[config.mk]
export PLATFORM = sky130hd
export DESIGN_NAME = branch_resolve
export DESIGN_NICKNAME = d
export VERILOG_FILES = /design/src/rtl/branch_resolve.sv
export SDC_FILE = /design/constraint.sdc
export NUM_CORES = 1
export LEC_CHECK = 0
export ABC_AREA = 1
export BUFFER_PORTS_ARGS = -buffer_cell sky130_fd_sc_hd__buf_2
export CAP_MARGIN = 10
export CORE_MARGIN = 2
export CORE_UTILIZATION = 49
export DETAILED_ROUTE_END_ITERATION = 6
export GPL_ROUTABILITY_DRIVEN = 0
export PLACE_DENSITY = 0.88
export SLEW_MARGIN = 5
export SYNTH_ARGS = -nofsm -noshare
export SYNTH_HDL_FRONTEND = slang
export SYNTH_SLANG_ARGS = --single-unit
[constraint.sdc]
create_clock -name clk -period 2.05 [get_ports clk]
set_clock_uncertainty 0.1 [all_clocks]
set_input_delay 0.41 -clock clk [delete_from_list [all_inputs] [get_ports clk]]
set_output_delay 0.41 -clock clk [all_outputs]
set_load 0.02 [all_outputs]
[src/rtl/branch_resolve.sv]
// Memory-stage branch resolver and EX/MEM branch latch.
// Samples beq/bne outcome from EX and issues a one-cycle registered redirect
// (MEM_bpc / MEM_PCSrc). While the redirect is up, it squashes the three
// wrong-path instructions in IF/ID, ID/EX and EX. It also keeps saturating
// taken and not-taken branch counters.

module branch_resolve #(
  parameter int unsigned CNT_W = 16
) (
  input  logic             clk,
  input  logic             rst,
  input  logic             EX_valid,
  input  logic             EX_branch,
  input  logic             EX_bne,
  input  logic             EX_zero,
  input  logic [31:0]      EX_npc,
  input  logic [31:0]      EX_imm,
  output logic [31:0]      MEM_bpc,
  output logic             MEM_PCSrc,
  output logic             flush_if,
  output logic             flush_id,
  output logic             flush_ex,
  output logic [CNT_W-1:0] taken_cnt,
  output logic [CNT_W-1:0] ntaken_cnt
);

  typedef enum logic [0:0] {StIdle, StRedirect} state_e;

  state_e           state_q;
  logic [31:0]      bpc_q;
  logic [CNT_W-1:0] taken_q;
  logic [CNT_W-1:0] ntaken_q;

  logic        qual;
  logic        cond;
  logic [31:0] target;

  // Offset bits above the 30 that survive the word shift are dropped.
  logic unused_imm_hi;
  assign unused_imm_hi = ^EX_imm[31:30];

  // The EX instruction in a redirect cycle is on the wrong path, so it is ignored.
  assign qual   = EX_valid & EX_branch & (state_q == StIdle);
  assign cond   = EX_bne ? ~EX_zero : EX_zero;
  assign target = EX_npc + {EX_imm[29:0], 2'b00};

  // Redirect FSM: one-cycle REDIRECT per taken branch, target latched on entry.
  always_ff @(posedge clk) begin
    if (rst) begin
      state_q <= StIdle;
      bpc_q   <= '0;
    end else begin
      case (state_q)
        StIdle: begin
          if (qual && cond) begin
            state_q <= StRedirect;
            bpc_q   <= target;
          end
        end
        StRedirect: state_q <= StIdle;
        default:    state_q <= StIdle;
      endcase
    end
  end

  // Saturating branch statistics; squashed, invalid and non-branch slots count nothing.
  always_ff @(posedge clk) begin
    if (rst) begin
      taken_q  <= '0;
      ntaken_q <= '0;
    end else begin
      if (qual && cond && (taken_q != {CNT_W{1'b1}})) begin
        taken_q <= taken_q + CNT_W'(1);
      end
      if (qual && !cond && (ntaken_q != {CNT_W{1'b1}})) begin
        ntaken_q <= ntaken_q + CNT_W'(1);
      end
    end
  end

  // Flushes are plain decodes of the state register: no EX input reaches an output.
  assign MEM_PCSrc  = (state_q == StRedirect);
  assign MEM_bpc    = bpc_q;
  assign flush_if   = MEM_PCSrc;
  assign flush_id   = MEM_PCSrc;
  assign flush_ex   = MEM_PCSrc;
  assign taken_cnt  = taken_q;
  assign ntaken_cnt = ntaken_q;

endmodule

After elaboration in Yosys (flattened, before gate mapping)
Cells that the tools add are included.
{"block": "totals", "romBits": 0, "latchBits": 0, "output_inout_bits": 68, "memories": 0, "ff_bits": 65, "in_bits": 70, "ramBits": 0, "wordCells": 22}
{"block": "classes", "n_div": 0, "magnitude_cmp": 0, "n_mux": 3, "shift": 0, "bitwise": 4, "addsub": 3, "multipliers": 0, "n_eq_ne": 2, "reduce_logical": 6}
{"operator": "16-bit by 1-bit adder with 16-bit output (second input constant)", "n": 2}
{"operator": "32-bit adder", "n": 1}
{"operator": "16-bit inequality test (second input constant)", "n": 2}
{"operator": "1-bit logical AND", "n": 4}
{"operator": "1-bit AND", "n": 2}
{"operator": "1-bit two-way mux", "n": 2}
{"operator": "1-bit inverter", "n": 2}
{"operator": "1-bit one-hot mux with 2 select lines", "n": 1}
{"operator": "2-bit AND reduction", "n": 1}
{"operator": "1-bit zero test", "n": 1}

Depth between registers and ports, before layout
Gate-level depths: netlist of run 1.
{"block": "logic_depth", "depth_word": 5, "depth_mapped": 14, "depth_no_buf": 14}

Least setup slack after synthesis of run 1
OpenSTA, ideal clock, no wires.
{"block": "synth_path", "path_kind": "input-to-reg", "start": "input EX_npc[2]", "end": "register bpc_q[30], in the netlist MEM_bpc[30]", "slack_ps": 44, "stages": 13, "path_buffers": 0, "required_ps": 1841, "setup_ps": 109, "arrival_ps": 1797, "path_cell_list": "ha_1 inv_1 fa_1 inv_1 nand3_1 nand3_1 nand3_1 nand3_1 nand2_1 nand3_1 nand3_1 nand2_1 inv_1"}
{"block": "synth_between", "elab_chain_len": 1}
{"element": "start, declared", "line_no": "16", "text": "input logic [31:0] EX_npc,"}
{"element": "32-bit adder", "line_no": "45", "text": "assign target = EX_npc + {EX_imm[29:0], 2'b00};"}
{"element": "end signal, assigned", "line_no": "57", "text": "bpc_q <= target;"}
{"element": "end, declared", "line_no": "30", "text": "logic [31:0] bpc_q;"}
Every way passes these cells.
A chain may end at the register's enable or synchronous reset.

Worst setup path in the final report of run 1
{"block": "layout_path", "start": "register taken_q[1], in the netlist taken_cnt[1]", "end": "register taken_q[14], in the netlist taken_cnt[14]"}
{"block": "layout_between", "elab_chain_len": 2, "elab_cells_between_ends": 3, "classes_between": "1 x add/sub; 1 x eq/ne; 1 x reduce/logical"}
{"element": "start, declared", "line_no": "31", "text": "logic [CNT_W-1:0] taken_q;"}
{"element": "start signal, assigned", "line_no": "73", "text": "taken_q <= taken_q + CNT_W'(1);"}
{"element": "parallel branches: the longest is 2 deep, another holds 16-bit by 1-bit adder with 16-bit output"}
Parallel ways; which one is timed is not known.

==> insert_results.sql, run 1 <==
INSERT INTO impl_metrics (metric_group, metric, value, unit) VALUES
('status', 'run_status', 'completed', ''),
('clock_network', 'worst_setup_hold_path_clk_slew', '0.08', 'ns'),
('die', 'die_footprint', '11400', 'um^2'),
('final_layout', 'n_antenna_cell', '0', ''),
('setup_path', 'endpoint_required_time_on_the_critical_path', '2.22', 'ns'),
('final_layout', 'layout.cells.most_common', 'sky130_fd_sc_hd__nand2_1', ''),
('final_layout', 'areaGrowthSynthToFinish', '25.6', '%'),
('final_layout', 'stdcell_area', '6490', 'um^2'),
('global_route', 'busiest_layer', 'met2', ''),
('timing', 'fin_crit_sh', '93.1', '%'),
('setup_path', 'critical_path.most_common_cell', 'sky130_fd_sc_hd__nand2_1', ''),
('synth', 'ys_types', '34', ''),
('placed_design', 'dp_worst_setup_slack', '-0.176', 'ns'),
('detailed_routing', 'routed_wl', '13800', 'um'),
('clock_network', 'cts.sinks', '65', ''),
('timing', 'final.setup.worst_slack', '0.141', 'ns'),
('timing', 'rsz0062_at_grt', 'false', ''),
('synth', 'synth_cells', '884', ''),
('timing', 'drv_slew', '0', ''),
('setup_path', 'critical_path.cell_chain', 'ha_1 -> inv_1 -> nor4_4 -> nand2_1 -> nand2_2 -> buf_4 -> nand2_1 -> o21a_1 -> nor2_1', ''),
('hold_path', 'hp-class', 'input pin to flop', ''),
('power_and_ir_drop', 'post-layout-total-power', '3.70', 'mW'),
('job', 'cap_violations', '0', ''),
('die', 'die_w', '107', 'um'),
('global_route', 'grt-ovfl-total', '0', ''),
('detailed_routing', 'drt.antenna.violating_nets', '0', ''),
('synth', 'ys_ff_latch', '65', ''),
('placed_design', 'dpl.cell_count', '1178', ''),
('power_and_ir_drop', 'power_switching', '1.15', 'mW'),
('setup_path', 'r2r_slack', '0.14', 'ns'),
('power_and_ir_drop', 'combPwrFrac', '27.8', '%'),
('detailed_routing', 'detail_route.first_pass.iterations', '5', ''),
('global_route', 'grt_start_max_net_pins', '53', ''),
('power_and_ir_drop', 'vdd.ir_drop.worst', '0.496', 'mV'),
('setup_path', 'cp-end-kind', 'flop', ''),
('timing', 'hold_ws', '0.233', 'ns'),
('final_layout', 'nFillCells', '987', ''),
('placed_design', 'detailed_place_hpwl', '11000', 'um'),
('setup_path', 'reg2reg_depth', '9', ''),
('placed_design', 'io_port_bufs', '135', ''),
('detailed_routing', 'viasPerCell', '4.98', ''),
('die', 'dieHeight', '107', 'um'),
('setup_path', 'startpoint', 'taken_cnt[1]', ''),
('final_layout', 'layoutNonFillerInstCount', '1194', ''),
('synth', 'synth.cell_area', '5160', 'um^2'),
('synth', 'yosysSeqAreaShare', '25.2', '%'),
('clock_network', 'cts_setup_buffers', '0', ''),
('detailed_routing', 'drc', '0', ''),
('die', 'core_area', '10300', 'um^2'),
('clock_network', 'cts-hold-fix-buffers', '0', ''),
('timing', 'setup_failing_eps_final', '0', ''),
('global_route', 'grt.total_usage', '24.1', '%'),
('die', 'io_pins', '138', ''),
('synth', 'synthDominantCellAreaShare', '25.2', '%'),
('timing', 'timing_worst_slew_pin_value', '0.684', 'ns'),
('timing', 'fmax', '0.524', 'GHz'),
('setup_path', 'slowest_stage', 'sky130_fd_sc_hd__dfxtp_1', ''),
('global_route', 'grt_util_met3', '3.71', '%'),
('setup_path', 'maximum_fanout_encountered_on_the_critical_timing_path', '11', ''),
('die', 'fp-row-count', '37', ''),
('timing', 'timing.setup.tns', '0', 'ns'),
('detailed_routing', 'drt_iter0_drc', '351', ''),
('synth', 'yosys_warnings', '0', ''),
('timing', 'hold_viol', '0', ''),
('global_route', 'antenna_found_initial', '0', ''),
('clock_network', 'clk_root_buffer_cell', 'sky130_fd_sc_hd__clkbuf_8', ''),
('global_route', 'grt_use_met2', '41.7', '%'),
('power_and_ir_drop', 'pwr-share-clk', '36.1', '%'),
('final_layout', 'most-common-layout-cells', 'sky130_fd_sc_hd__nand2_1 (268), sky130_fd_sc_hd__inv_1 (153), sky130_fd_sc_hd__nor2_1 (136)', ''),
('global_route', 'first_pass_grt_wire_length', '22800', 'um'),
('timing', 'maxSlewHeadroom', '54.4', '%');
==> layer usage <==
metal,routed length (um),vias to the layer above
met5,0,-
li1,-,3071
met3,989,40
met2,6490,230
met4,505,0
met1,5780,2604
==> layout make-up <==
cell class,count,area (um^2),share of cell area (%)
Inverter,158,593,9.14
Multi-Input combinational cell,641,3170,48.8
Clock inverter,5,103,1.58
Sequential cell,65,1300,20.1
Timing Repair Buffer,178,1010,15.6
Clock buffer,11,141,2.18
Tap cell,136,170,2.62
==> sequential cells by signal, indices dropped and copies added (netlist names) <==
name	count
ntaken_cnt	16
MEM_bpc	32
MEM_PCSrc	1
taken_cnt	16
==> cell families after synthesis <==
group,count (synthesis),share of synthesized area [%]
and+or+nand+nor,489,38.6
buffers and inverters,178,13.7
AOI/OAI and AO/OA,94,10.2
DFF,65,25.2
adders and majority gates,32,7.90
xor gates and xnor gates,26,4.41
==> power groups by stage <==
| stage | Clock (mW) | Sequential (mW) | Combinational (mW) |
|---|---|---|---|
| after CTS | 1.35 | 1.34 | 1.02 |
| after floorplan | 0 | 1.42 | 0.599 |
| final | 1.34 | 1.34 | 1.03 |
| after global placement | 0 | 1.36 | 0.995 |
| after detailed placement | 0 | 1.37 | 1.02 |
| after global routing | 1.41 | 1.34 | 1.16 |
==> what timing repair did <==
action / in CTS / in global routing
gates resized for setup: 0 / 2
endpoints found under the hold margin: 0 / 0
endpoints found under the setup margin: 0 / 3
==> critical path: cells and delay by family (launching register included) <==
family / cells / cell delay, ns
compound gates: 1 / 0.10
fa+ha+maj: 1 / 0.19
buf+inv: 2 / 0.29
flops: 1 / 0.40
simple gates: 5 / 0.76
==> Yosys cell counts <==
cell	count
sky130_fd_sc_hd__a21oi_1	39
sky130_fd_sc_hd__dfxtp_1	65
sky130_fd_sc_hd__nor3_2	2
sky130_fd_sc_hd__a21oi_2	8
sky130_fd_sc_hd__inv_2	5
sky130_fd_sc_hd__nand3_1	57
sky130_fd_sc_hd__nor4_4	1
sky130_fd_sc_hd__xnor2_1	6
sky130_fd_sc_hd__buf_4	3
sky130_fd_sc_hd__inv_1	153
sky130_fd_sc_hd__nand2_2	2
sky130_fd_sc_hd__o21ai_0	28
sky130_fd_sc_hd__a211oi_1	1
sky130_fd_sc_hd__a21o_1	2
sky130_fd_sc_hd__fa_1	1
sky130_fd_sc_hd__nand4_1	10
sky130_fd_sc_hd__and3_1	1
sky130_fd_sc_hd__nand2_1	268
sky130_fd_sc_hd__o21bai_1	5
sky130_fd_sc_hd__a31oi_1	1
sky130_fd_sc_hd__o21a_1	1
sky130_fd_sc_hd__xor2_1	20
sky130_fd_sc_hd__ha_1	31
sky130_fd_sc_hd__o211ai_1	1
sky130_fd_sc_hd__buf_6	3
sky130_fd_sc_hd__buf_2	5
sky130_fd_sc_hd__buf_1	2
sky130_fd_sc_hd__and2_1	1
sky130_fd_sc_hd__or2_1	1
sky130_fd_sc_hd__nor3_1	5
sky130_fd_sc_hd__nor4_1	5
sky130_fd_sc_hd__nor2_1	136
sky130_fd_sc_hd__clkbuf_1	7
sky130_fd_sc_hd__o21ai_1	8
==> worst min path at each step <==
stage	start	end	slack, ns
after global placement	MEM_bpc[1]	MEM_bpc[1]	0.36
final	EX_npc[1]	MEM_bpc[1]	0.23
after global routing	EX_npc[0]	MEM_bpc[0]	0.26
after detailed placement	MEM_bpc[1]	MEM_bpc[1]	0.37
after CTS	EX_npc[1]	MEM_bpc[1]	0.22
after floorplan	ntaken_cnt[3]	ntaken_cnt[3]	0.45
No activity file was read; power rests on OpenSTA's default activity.
==> run 2: changes to the inputs <==
Settings changed: CTS_BUF_LIST set to sky130_fd_sc_hd__clkbuf_16, RECOVER_POWER set to 50.
==> run 2 against run 1 <==
Against the previous run:
- design area is 0.15% higher
- core utilization is 0.097 points higher
- hold slack better by 0.028 ns
- global-route usage increased by 0.55 points
- via count is 0.25% higher
- sequential share of layout area barely moved
- final cell count did not move
- critical path type unchanged
- highest routed layer unchanged
==> insert_results.sql, run 2 (same netlist as run 1, synthesis figures left out) <==
INSERT INTO impl_metrics (metric_group, metric, value, unit) VALUES
('setup_path', 'endpoint_required_time_on_the_critical_path', '2.21', 'ns'),
('clock_network', 'cts_repair_resize_count', '0', ''),
('clock_network', 'cts.sinks', '65', ''),
('final_layout', 'stdcell_area', '6500', 'um^2'),
('detailed_routing', 'drt.antenna.violating_nets', '0', ''),
('power_and_ir_drop', 'power.sequential.fraction', '32.9', '%'),
('placed_design', 'dpl.cell_count', '1178', ''),
('setup_path', 'crit-reg2reg-capture', 'taken_cnt[14]', ''),
('timing', 'timing_worst_slew_pin_value', '0.649', 'ns'),
('timing', 'maxSlewHeadroom', '56.7', '%'),
('global_route', 'grt-ovfl-total', '0', ''),
('setup_path', 'critical_path.startpoint_type', 'flop', ''),
('setup_path', 'r2r_slack', '0.12', 'ns'),
('clock_network', 'worst_setup_hold_path_clk_slew', '0.06', 'ns'),
('final_layout', 'drive_gt1_share', '14.1', '%'),
('detailed_routing', 'viasPerCell', '4.99', ''),
('placed_design', 'dp_worst_setup_slack', '-0.176', 'ns'),
('global_route', 'grt.total_usage', '24.7', '%'),
('detailed_routing', 'routedWlPerCell', '11.8', 'um'),
('detailed_routing', 'drt_iter0_drc', '357', ''),
('detailed_routing', 'routed_wl', '14000', 'um'),
('setup_path', 'reg2reg_depth', '9', ''),
('die', 'fp-row-count', '37', ''),
('die', 'io_pins', '138', ''),
('final_layout', 'most-common-layout-cells', 'sky130_fd_sc_hd__nand2_1 (268), sky130_fd_sc_hd__inv_1 (154), sky130_fd_sc_hd__nor2_1 (136)', ''),
('hold_path', 'holdPathStages', '3', ''),
('placed_design', 'place_area', '6230', 'um^2'),
('clock_network', 'numCtsBuffers', '9', ''),
('power_and_ir_drop', 'power.leakage', '3.52', 'nW'),
('setup_path', 'timing.setup.critical_path_class', 'flop to flop', ''),
('power_and_ir_drop', 'combPwrFrac', '24.9', '%'),
('setup_path', 'cp-end-kind', 'flop', ''),
('clock_network', 'cts_setup_buffers', '0', ''),
('timing', 'fmax', '0.519', 'GHz'),
('power_and_ir_drop', 'vdd.ir_drop.worst', '0.478', 'mV'),
('final_layout', 'final_net_count', '1155', ''),
('hold_path', 'hold_path.startpoint', 'EX_npc[0]', ''),
('setup_path', 'worstPathArrival', '2.08', 'ns'),
('final_layout', 'multiInputGateArea', '3170', 'um^2'),
('timing', 'setup_failing_eps_final', '0', ''),
('setup_path', 'timing.rr.start', 'taken_cnt[1]', ''),
('detailed_routing', 'detail_route.first_pass.iterations', '5', ''),
('global_route', 'grt_pass1_vias', '5417', ''),
('power_and_ir_drop', 'netSwitchingFraction', '29.3', '%'),
('timing', 'fin_crit_sh', '93.9', '%'),
('hold_path', 'hold_path_end', 'MEM_bpc[0]', ''),
('power_and_ir_drop', 'intPower', '2.88', 'mW'),
('global_route', 'antenna_found_initial', '0', ''),
('clock_network', 'clock_tree.buffer_depth', '2', ''),
('final_layout', 'areaGrowthSynthToFinish', '25.8', '%'),
('timing', 'rsz0062_at_grt', 'false', ''),
('die', 'initial_utilization', '50.3', '%'),
('placed_design', 'detailed_place_hpwl', '11000', 'um'),
('global_route', 'first_pass_grt_wire_length', '23200', 'um'),
('timing', 'hold_viol', '0', ''),
('hold_path', 'hp-class', 'input pin to flop', ''),
('final_layout', 'final_core_utilization', '63.2', '%'),
('clock_network', 'clock_insertion_delay_worst_skew', '0.32', 'ns'),
('timing', 'hold_ws', '0.261', 'ns'),
('die', 'core_area', '10300', 'um^2'),
('final_layout', 'nFillCells', '992', ''),
('timing', 'timing.setup.tns', '0', 'ns'),
('setup_path', 'maximum_fanout_encountered_on_the_critical_timing_path', '11', ''),
('clock_network', 'cts-hold-fix-buffers', '0', ''),
('placed_design', 'io_port_bufs', '135', ''),
('global_route', 'grt_start_max_net_pins', '53', ''),
('final_layout', 'number_of_flip_flops_in_the_largest_register', '32', ''),
('timing', 'final.setup.worst_slack', '0.125', 'ns'),
('final_layout', 'n_antenna_cell', '0', ''),
('job', 'cap_violations', '0', ''),
('die', 'dieHeight', '107', 'um'),
('die', 'die_w', '107', 'um'),
('timing', 'drv_slew', '0', ''),
('power_and_ir_drop', 'cellPowerDensity', '627', 'nW/um^2'),
('final_layout', 'seqCellArea', '1300', 'um^2'),
('clock_network', 'clk_root_buffer_cell', 'sky130_fd_sc_hd__clkbuf_16', ''),
('clock_network', 'tritoncts', 'yes', ''),
('final_layout', 'layoutNonFillerInstCount', '1194', ''),
('clock_network', 'htreeDepth', '3', ''),
('detailed_routing', 'via_count', '5960', ''),
('final_layout', 'layout.cells.most_common', 'sky130_fd_sc_hd__nand2_1', ''),
('power_and_ir_drop', 'post-layout-total-power', '4.07', 'mW'),
('timing', 'final.min_clock_period', '1.93', 'ns'),
('power_and_ir_drop', 'power_switching', '1.19', 'mW'),
('status', 'run_status', 'completed', ''),
('die', 'die_footprint', '11400', 'um^2'),
('power_and_ir_drop', 'pwr-share-clk', '42.1', '%'),
('detailed_routing', 'drc', '0', '');
## run 2: cell count changes in the layout (fill, tap and decap cells not counted)
cell,delta
sky130_fd_sc_hd__clkbuf_16,+9
sky130_fd_sc_hd__clkbuf_8,-10
sky130_fd_sc_hd__clkinv_1,+1
sky130_fd_sc_hd__clkbuf_1,+62
sky130_fd_sc_hd__inv_1,+1
sky130_fd_sc_hd__buf_4,-1
sky130_fd_sc_hd__buf_2,-62
## run 2: power by group through the flow
| stage | clock [mW] | combinational [mW] | sequential, mW |
|---|---|---|---|
| 5_1_grt | 1.79 | 1.15 | 1.34 |
| 6_report | 1.72 | 1.02 | 1.34 |
| 4_1_cts | 1.74 | 1.02 | 1.34 |
| 3_5_place_dp | 0 | 1.02 | 1.37 |
| 2_1_floorplan | 0 | 0.599 | 1.42 |
| 3_3_place_gp | 0 | 0.995 | 1.36 |
## run 2: routing by layer
layer  GRT usage, %  up-vias  wire length, um
li1               -     3068                -
met1           29.4     2635             5990
met2           43.3      225             6640
met3           3.77       32              959
met4           11.6        0              456
met5              0        -                0
## run 2: worst max path at each step
stage / start / endpoint / slack [ns] / cells after the start
2_1_floorplan: EX_npc[2] / MEM_bpc[30] / 0.04 / 13
3_3_place_gp: EX_npc[2] / MEM_bpc[30] / -0.15 / 14
3_5_place_dp: EX_npc[2] / MEM_bpc[30] / -0.18 / 14
4_1_cts: taken_cnt[1] / taken_cnt[14] / 0.14 / 9
5_1_grt: EX_npc[9] / MEM_bpc[27] / 0.01 / 11
6_report: taken_cnt[1] / taken_cnt[14] / 0.12 / 9
## run 2: layout make-up
cell class | instances | area share [%]
Sequential cell | 65 | 20.0
Timing Repair Buffer | 178 | 14.3
Tap cell | 136 | 2.62
Clock inverter | 7 | 1.69
Multi-Input combinational cell | 641 | 48.7
Inverter | 158 | 9.13
Clock buffer | 9 | 3.47
## run 2: critical path, stage by stage (launching register included)
cell                      delay [ns]
sky130_fd_sc_hd__dfxtp_1        0.40
sky130_fd_sc_hd__ha_1           0.19
sky130_fd_sc_hd__inv_1          0.07
sky130_fd_sc_hd__nor4_4         0.31
sky130_fd_sc_hd__nand2_1        0.10
sky130_fd_sc_hd__nand2_2        0.20
sky130_fd_sc_hd__buf_4          0.22
sky130_fd_sc_hd__nand2_1        0.07
sky130_fd_sc_hd__o21a_1         0.10
sky130_fd_sc_hd__nor2_1         0.09
